--- config.mk ---
export PLATFORM = sky130hd
export DESIGN_NAME = fft_twiddle_mult_seq
export DESIGN_NICKNAME = d
export VERILOG_FILES = /design/src/rtl/fft_twiddle_mult_seq.sv
export SDC_FILE = /design/constraint.sdc
export NUM_CORES = 2
export LEC_CHECK = 0
export CAP_MARGIN = 0
export CORE_MARGIN = 8
export CORE_UTILIZATION = 45
export CTS_CLUSTER_SIZE = 30
export DETAILED_ROUTE_END_ITERATION = 8
export DONT_BUFFER_PORTS = 1
export PLACE_DENSITY = 0.57
export SLEW_MARGIN = 30
export SYNTH_ARGS = -nofsm -noshare
export SYNTH_HDL_FRONTEND = slang
export SYNTH_SLANG_ARGS = --single-unit
export TNS_END_PERCENT = 5
--- constraint.sdc ---
create_clock -name clk_i -period 12.8 [get_ports clk_i]
set_input_delay 1.28 -clock clk_i [delete_from_list [all_inputs] [get_ports clk_i]]
set_output_delay 1.28 -clock clk_i [all_outputs]
set_load 0.02 [all_outputs]
--- src/rtl/fft_twiddle_mult_seq.sv ---
// fft_twiddle_mult_seq
// Complex twiddle multiplier for R22SDF FFT stages, z = x * w, built on the
// three-multiply Karatsuba form:
//   f = w_re*(x_re - x_im)
//   R = x_im*(w_re - w_im) + f
//   I = x_re*(w_re + w_im) - f
// R and I are kept at full precision, scaled down by 2^(TWIDDLE_WIDTH-1),
// then saturated to DATA_WIDTH bits. ovf_o flags a clipped component.
//
// SHARE = 1 : three parallel multipliers, one sample per cycle, latency 3.
// SHARE = 3 : one shared multiply-add sequenced by a small FSM
//             (S_IDLE -> S_F -> S_R -> S_I), one sample per 3 cycles,
//             latency 4. Any other SHARE value is unsupported.
//
// Build option: define FFT_TWIDDLE_MULT_ROUND_EN for round-half-up scaling;
// without it the scaling truncates toward -inf. Timing is identical.
//
// Ports
//   clk_i             clock
//   rst_n             synchronous active-low reset
//   valid_i/ready_o   input handshake, sample taken on valid_i & ready_o
//   ctr_i             FFT index carried alongside the sample
//   x_re_i/x_im_i     data in (signed, DATA_WIDTH)
//   w_re_i/w_im_i     twiddle in (signed, TWIDDLE_WIDTH, 2^(TW-1) == 1.0)
//   valid_o           one-cycle output strobe, no backpressure
//   ctr_o             ctr_i of the sample on z_*_o
//   z_re_o/z_im_o     product out (signed, DATA_WIDTH)
//   ovf_o             saturation flag, qualified by valid_o
module fft_twiddle_mult_seq #(
  parameter int DATA_WIDTH    = 25,
  parameter int TWIDDLE_WIDTH = 10,
  parameter int NLOG2         = 10,
  parameter int SHARE         = 1
) (
  input  logic                     clk_i,
  input  logic                     rst_n,
  input  logic                     valid_i,
  output logic                     ready_o,
  input  logic [NLOG2-1:0]         ctr_i,
  input  logic [DATA_WIDTH-1:0]    x_re_i,
  input  logic [DATA_WIDTH-1:0]    x_im_i,
  input  logic [TWIDDLE_WIDTH-1:0] w_re_i,
  input  logic [TWIDDLE_WIDTH-1:0] w_im_i,
  output logic                     valid_o,
  output logic [NLOG2-1:0]         ctr_o,
  output logic [DATA_WIDTH-1:0]    z_re_o,
  output logic [DATA_WIDTH-1:0]    z_im_o,
  output logic                     ovf_o
);

  localparam int DW = DATA_WIDTH;
  localparam int TW = TWIDDLE_WIDTH;
  localparam int P  = DW + TW + 2;

  localparam logic signed [P-1:0] Z_MAX = {{(P-DW+1){1'b0}}, {(DW-1){1'b1}}};
  localparam logic signed [P-1:0] Z_MIN = {{(P-DW+1){1'b1}}, {(DW-1){1'b0}}};

`ifdef FFT_TWIDDLE_MULT_ROUND_EN
  localparam logic signed [P-1:0] RND_HALF = {{(P-TW+1){1'b0}}, 1'b1, {(TW-2){1'b0}}};
`endif

  // Drop the Q(TW-1) fraction of the twiddle. Magnitudes stay below 2^(P-2),
  // so the rounding offset cannot wrap.
  function automatic logic signed [P-1:0] scale(input logic signed [P-1:0] v);
`ifdef FFT_TWIDDLE_MULT_ROUND_EN
    return (v + RND_HALF) >>> (TW-1);
`else
    return v >>> (TW-1);
`endif
  endfunction

  function automatic logic signed [DW-1:0] sat(input logic signed [P-1:0] v);
    if (v > Z_MAX) return Z_MAX[DW-1:0];
    if (v < Z_MIN) return Z_MIN[DW-1:0];
    return v[DW-1:0];
  endfunction

  function automatic logic clips(input logic signed [P-1:0] v);
    return (v > Z_MAX) || (v < Z_MIN);
  endfunction

  logic                 rdy;
  logic                 accept;
  logic signed [DW-1:0] x_re_p0, x_im_p0;
  logic signed [TW-1:0] w_re_p0, w_im_p0;
  logic [NLOG2-1:0]     ctr_p0;

  logic                 vld_p2;
  logic signed [P-1:0]  r_p2, i_p2;
  logic [NLOG2-1:0]     ctr_p2;

  logic signed [DW:0]   xd, xr_e, xi_e;
  logic signed [TW:0]   wr_e, wd, ws;
  logic signed [P-1:0]  r_sc, i_sc;

  assign ready_o = rdy;
  assign accept  = valid_i & rdy;

  // ---- stage p0: operand capture ----
  always_ff @(posedge clk_i) begin
    if (accept) begin
      x_re_p0 <= x_re_i;
      x_im_p0 <= x_im_i;
      w_re_p0 <= w_re_i;
      w_im_p0 <= w_im_i;
      ctr_p0  <= ctr_i;
    end
  end

  always_comb begin
    xr_e = {x_re_p0[DW-1], x_re_p0};
    xi_e = {x_im_p0[DW-1], x_im_p0};
    xd   = {x_re_p0[DW-1], x_re_p0} - {x_im_p0[DW-1], x_im_p0};
    wr_e = {w_re_p0[TW-1], w_re_p0};
    wd   = {w_re_p0[TW-1], w_re_p0} - {w_im_p0[TW-1], w_im_p0};
    ws   = {w_re_p0[TW-1], w_re_p0} + {w_im_p0[TW-1], w_im_p0};
  end

  if (SHARE == 1) begin : g_par
    logic                vld_p0, vld_p1;
    logic signed [P-1:0] f_p1, m_re_p1, m_im_p1;
    logic [NLOG2-1:0]    ctr_p1;

    assign rdy = 1'b1;

    always_ff @(posedge clk_i) begin
      if (!rst_n) begin
        vld_p0 <= 1'b0;
        vld_p1 <= 1'b0;
        vld_p2 <= 1'b0;
      end else begin
        vld_p0 <= accept;
        vld_p1 <= vld_p0;
        vld_p2 <= vld_p1;
      end
    end

    // ---- stage p1: the three partial products ----
    always_ff @(posedge clk_i) begin
      f_p1    <= P'(xd)   * P'(wr_e);
      m_re_p1 <= P'(xi_e) * P'(wd);
      m_im_p1 <= P'(xr_e) * P'(ws);
      ctr_p1  <= ctr_p0;
    end

    // ---- stage p2: Karatsuba recombination ----
    always_ff @(posedge clk_i) begin
      r_p2   <= m_re_p1 + f_p1;
      i_p2   <= m_im_p1 - f_p1;
      ctr_p2 <= ctr_p1;
    end
  end else begin : g_seq
    localparam logic [1:0] S_IDLE = 2'd0;
    localparam logic [1:0] S_F    = 2'd1;
    localparam logic [1:0] S_R    = 2'd2;
    localparam logic [1:0] S_I    = 2'd3;

    logic [1:0]          state;
    logic signed [P-1:0] mul_a, mul_b, prod;
    logic signed [P-1:0] f_p1;

    // S_I also accepts: the next sample lands in the operand registers on the
    // same edge that I is taken from the old operands.
    assign rdy = (state == S_IDLE) || (state == S_I);

    always_comb begin
      mul_a = P'(xd);
      mul_b = P'(wr_e);
      case (state)
        S_R: begin
          mul_a = P'(xi_e);
          mul_b = P'(wd);
        end
        S_I: begin
          mul_a = P'(xr_e);
          mul_b = P'(ws);
        end
        default: ;
      endcase
      prod = mul_a * mul_b;
    end

    always_ff @(posedge clk_i) begin
      if (!rst_n) begin
        state  <= S_IDLE;
        vld_p2 <= 1'b0;
      end else begin
        vld_p2 <= (state == S_I);
        case (state)
          S_IDLE:  if (valid_i) state <= S_F;
          S_F:     state <= S_R;
          S_R:     state <= S_I;
          S_I:     state <= valid_i ? S_F : S_IDLE;
          default: state <= S_IDLE;
        endcase
      end
    end

    // ---- stage p1/p2: shared multiply-add, one term per state ----
    always_ff @(posedge clk_i) begin
      case (state)
        S_F: f_p1 <= prod;
        S_R: r_p2 <= prod + f_p1;
        S_I: begin
          i_p2   <= prod - f_p1;
          ctr_p2 <= ctr_p0;
        end
        default: ;
      endcase
    end
  end

  always_comb begin
    r_sc = scale(r_p2);
    i_sc = scale(i_p2);
  end

  // ---- stage p3: scaled, saturated output register ----
  always_ff @(posedge clk_i) begin
    if (!rst_n) begin
      valid_o <= 1'b0;
      ctr_o   <= '0;
      z_re_o  <= '0;
      z_im_o  <= '0;
      ovf_o   <= 1'b0;
    end else begin
      valid_o <= vld_p2;
      if (vld_p2) begin
        ctr_o  <= ctr_p2;
        z_re_o <= sat(r_sc);
        z_im_o <= sat(i_sc);
        ovf_o  <= clips(r_sc) | clips(i_sc);
      end
    end
  end

endmodule

* Word level (Yosys, flattened, before mapping)
Index checks and enable logic that the tools add are counted.
Word-level totals: output and inout bits 63, register bits after elaboration 347
Operators by class: multiply operators 3, bitwise logic cells 1, order comparisons 4, reduce and logical (&&, ||, !) cells 2, multiplexer cells 22, add/sub/neg operators 5
Operators with widths (count):
- 25-bit two-way mux | 8
- 25-bit by 11-bit multiplier with 36-bit output | 2
- 28-bit by 25-bit greater-than comparator with 1-bit output, second input constant | 2
- 28-bit by 25-bit less-than comparator with 1-bit output, second input constant | 2
- 36-bit by 36-bit adder with 37-bit output | 1
- 36-bit by 36-bit subtractor with 37-bit output | 1
- 26-bit by 10-bit multiplier with 36-bit output | 1
- 25-bit by 25-bit subtractor with 26-bit output | 1
- 1-bit two-way mux | 14
- 10-bit by 10-bit adder with 11-bit output | 1
- 10-bit by 10-bit subtractor with 11-bit output | 1
- 1-bit logical OR | 2
- 1-bit bitwise OR | 1

* Logic depth before layout (Yosys ltp)
depth after elaboration 9, mapped depth 32, mapped depth without buffers 31

* Worst setup path before layout
Ideal clock, no wire load.
kind register -> register, start register w_re_p0[0], end register g_par.m_im_p1[35] (netlist name), path buffers 2, data required time 12.680 ns, library setup time 0.120 ns, stages on the path, launching flop included 33, arrival time 7.226 ns, setup slack 5.454 ns, period minus slack after synthesis 7.346 ns, cells stage by stage edfxtp_1 -> ha_1 -> fa_1 -> nand2b_1 -> a21oi_1 -> o21bai_1 -> a21oi_1 -> o21bai_1 -> a21oi_1 -> nor2_1 -> xnor2_1 -> clkbuf_1 -> nor2b_1 -> fa_1 -> inv_1 -> fa_1 -> fa_1 -> inv_1 -> fa_1 -> inv_1 -> fa_1 -> inv_1 -> ha_1 -> clkbuf_2 -> a2111oi_0 -> o21ai_0 -> a221oi_1 -> o21ai_0 -> a21oi_1 -> o21ai_0 -> a2111oi_0 -> o21bai_1 -> xnor2_1
On the way: longest elaborated chain between the ends 2
Ends and longest elaborated chain:
- start, declared | line 85 | logic signed [TW-1:0] w_re_p0, w_im_p0;
- start signal, assigned | line 104 | w_re_p0 <= w_re_i;
- 10-bit by 10-bit adder with 11-bit output | line 116 | ws = {w_re_p0[TW-1], w_re_p0} + {w_im_p0[TW-1], w_im_p0};
- 25-bit by 11-bit multiplier with 36-bit output | line 142 | m_im_p1 <= P'(xr_e) * P'(ws);
Every way passes these cells. A chain may end at the register's enable or synchronous reset.

* Worst setup path after layout
start register w_re_p0[0], end register g_par.m_re_p1[34]
On the way: longest elaborated chain between the ends 2
Ends and longest elaborated chain:
- 10-bit by 10-bit subtractor with 11-bit output | line 115 | wd = {w_re_p0[TW-1], w_re_p0} - {w_im_p0[TW-1], w_im_p0};
- 25-bit by 11-bit multiplier with 36-bit output | line 141 | m_re_p1 <= P'(xi_e) * P'(wd);
- end signal, assigned | line 141
- end, declared | line 121 | logic signed [P-1:0] f_p1, m_re_p1, m_im_p1;
Every way passes these cells.

==> metrics.txt <==
CTS tree=built; first-pass GRT wire length=183 mm; top cell type's share of synthesized area=33.7%; syn nets=5713; EDFF count, synth=80; drt via density=5.20; area of the multi-input gates=30800 um^2; Routability Congestion=0.882; clock latency on the worst-skew pair=0.63 ns; critical path class=register to register; Register-to-Register Setup Slack=4.04 ns; Initial Util=45.2%; CTS H-tree depth=2; Slowest cell on crit path=or4_1; Data required, critical path=13.36 ns; clock sink total=329; Post-DRT Antenna Nets=0; Ys Warns=0; Area Growth Syn to Fin=6.62%; Slew @ Worst Pin=0.935 ns; DRT Wirelength=116 mm; Crit path top cell by count=fa_1; Largest stage delay, worst path=0.53 ns; Async SR Flop Fraction=0%; Avg Cell Area, Syn=9.19 um^2; # Post-CTS Setup Buffers=0; Slew Viols, Final=0; hpwl dp=92.2 mm; Tmin final=8.76 ns; # setup viols final=0; top-count cell post-synth=inv_1; Synth area leaders=fa_1 34%, dfxtp_1 12%, ha_1 10%; Avg WL per Cell=20.0 um; grt ovf=0; Worst Setup EP=g_par.m_re_p1[34]$_DFF_P_; RR Startpoint=w_re_p0[0]$_DFFE_PP_; Max Clock Skew=0.0511 ns; RSZ-0062 raised after global routing=false; vias=30100; Critical Path AT=9.32 ns; CTS max path bufs=3; most frequent cells after synthesis=888 x inv_1, 708 x fa_1, 442 x nand2_1, 346 x ha_1, 256 x and2_1; First-pass DRT Iterations=5; post-synthesis register bit count=329; final-report hold violation count=0; Die W=322 um; GRT Total Usage=22.6%; FF-to-FF End=g_par.m_re_p1[34]$_DFF_P_; critical path endpoint category=register; Worst-path clk slew=0.07 ns; # IOs=146; Buffers on Ports=0; post-synthesis sequential area ratio=17.6%; CTS Hold Buffers Added=0; worst-path maximum fanout=27; Startpoint Class=register; DRC=0; # rows=112; total negative slack=0 ns; core region area=93000 um^2; initial antenna violation count=13; die area=104000 um^2; CTS Buf Count=40; relative slew slack=37.3%; MaxCap Viol Count=0; Post-Syn Area=42100 um^2; drt initial violations=1969; Post-synth top flop=dfxtp_1; Layout Nets=5624; status=finished clean; Reg2Reg Depth=32; register area=7390 um^2; Cells after Synth=4576; Final Cycle Share=68.4%; fillers=9040; area leader, netlist=fa_1; CP startpoint=w_re_p0[0]$_DFFE_PP_; Root Driver=clkbuf_16; synth unique cells=72; largest net degree at the start of global routing=82; layout cells sized above 1=3.32%; Hold Path Class=register to register; max frequency=114 MHz; die height=322 um; post-cts repair resize count=0; vias in the first global route=31500
layer usage:
| layer | vias to the layer above | track usage (%) | wire length [um] |
|---|---|---|---|
| met1 | 15000 | 31.5 | 53000 |
| met5 | - | 0 | 13 |
| met2 | 873 | 35.8 | 50800 |
| met3 | 129 | 5.19 | 9020 |
| met4 | 2 | 5.58 | 2740 |
| li1 | 14100 | - | - |
layout by cell type (no fill, tap or decap), types with 48 or more instances in the layout:
master      n
and2_1    256
xnor2_1   123
a21oi_1   160
nand2b_1   80
fa_1      708
ha_1      346
nor2_1    227
edfxtp_1   80
o21ai_0   146
dfxtp_1   248
nand2_1   442
nor2b_1   118
nand3_1    53
a21boi_0   56
a21o_1     70
inv_1     888
buf_4      48
layout make-up:
cell class	instances	share of cell area, %
sequential	329	16.5
clock buffer	50	2.45
multi-input combinational	3179	68.7
inverter	889	7.44
timing repair buffer	48	0.804
tap	1254	3.50
antenna	8	0.0446
clock inverter	24	0.589
metrics by stage:
step / instances / hold WS [ns] / utilization [%] / instance area (um^2) / setup slack (ns)
finish: 5781 / 0.326 / 48.2 / 44800 / 4.04
global placement: 5699 / 0.311 / 46.7 / 43400 / 4.04
detailed placement: 5699 / 0.312 / 46.7 / 43400 / 4.03
floorplan: 4576 / 0.310 / - / 42100 / 5.45
global route: 5774 / 0.331 / 48.2 / 44800 / 3.34
CTS: 5773 / 0.326 / 48.2 / 44800 / 3.96
critical path: cells and delay by family (launching register included):
family / cells / cell delay (ns)
AOI/OAI and AO/OA: 12 / 2.69
xor gates and xnor gates: 1 / 0.13
DFF: 1 / 0.32
buffers and inverters: 7 / 1.07
adders and majority gates: 8 / 3.30
and+or+nand+nor: 4 / 1.19
how the worst min path moves through the flow:
| stage | from | end | slack (ns) | cells after the start |
|---|---|---|---|---|
| after floorplan | g_par.ctr_p1[0]$_DFF_P_ | ctr_p2[0]$_DFF_P_ | 0.31 | 0 |
| after global placement | g_par.ctr_p1[7]$_DFF_P_ | ctr_p2[7]$_DFF_P_ | 0.31 | 0 |
| after detailed placement | g_par.ctr_p1[2]$_DFF_P_ | ctr_p2[2]$_DFF_P_ | 0.31 | 0 |
| after CTS | g_par.ctr_p1[8]$_DFF_P_ | ctr_p2[8]$_DFF_P_ | 0.33 | 0 |
| after global routing | g_par.ctr_p1[8]$_DFF_P_ | ctr_p2[8]$_DFF_P_ | 0.33 | 0 |
| final | g_par.ctr_p1[8]$_DFF_P_ | ctr_p2[8]$_DFF_P_ | 0.33 | 0 |
flip-flops by register name, summed over array words and instances (netlist names), 25 cells and up:
| signal | flops |
|---|---|
| g_par.f_p1 | 36 |
| r_p2 | 28 |
| i_p2 | 28 |
| z_re_o | 25 |
| x_im_p0 | 25 |
| g_par.m_im_p1 | 36 |
| x_re_p0 | 25 |
| z_im_o | 25 |
| g_par.m_re_p1 | 36 |
kinds of logic (layout without fill, tap and decap cells):
kind of cell | Yosys count | count (layout) | synth area share (%)
buffers and inverters | 1068 | 1011 | 9.55
XOR/XNOR | 179 | 179 | 3.75
AO/OA/AOI/OAI | 629 | 629 | 9.54
adder cells (fa/ha/maj) | 1054 | 1054 | 44.0
multiplexers | 22 | 22 | 0.535
AND/OR/NAND/NOR | 1294 | 1294 | 15.1
other | 1 | 9 | 0.00892
flip-flops | 329 | 329 | 17.6
Power is not shown: default switching activity piles up to over one toggle a cycle in this logic, so the estimate is an artifact.
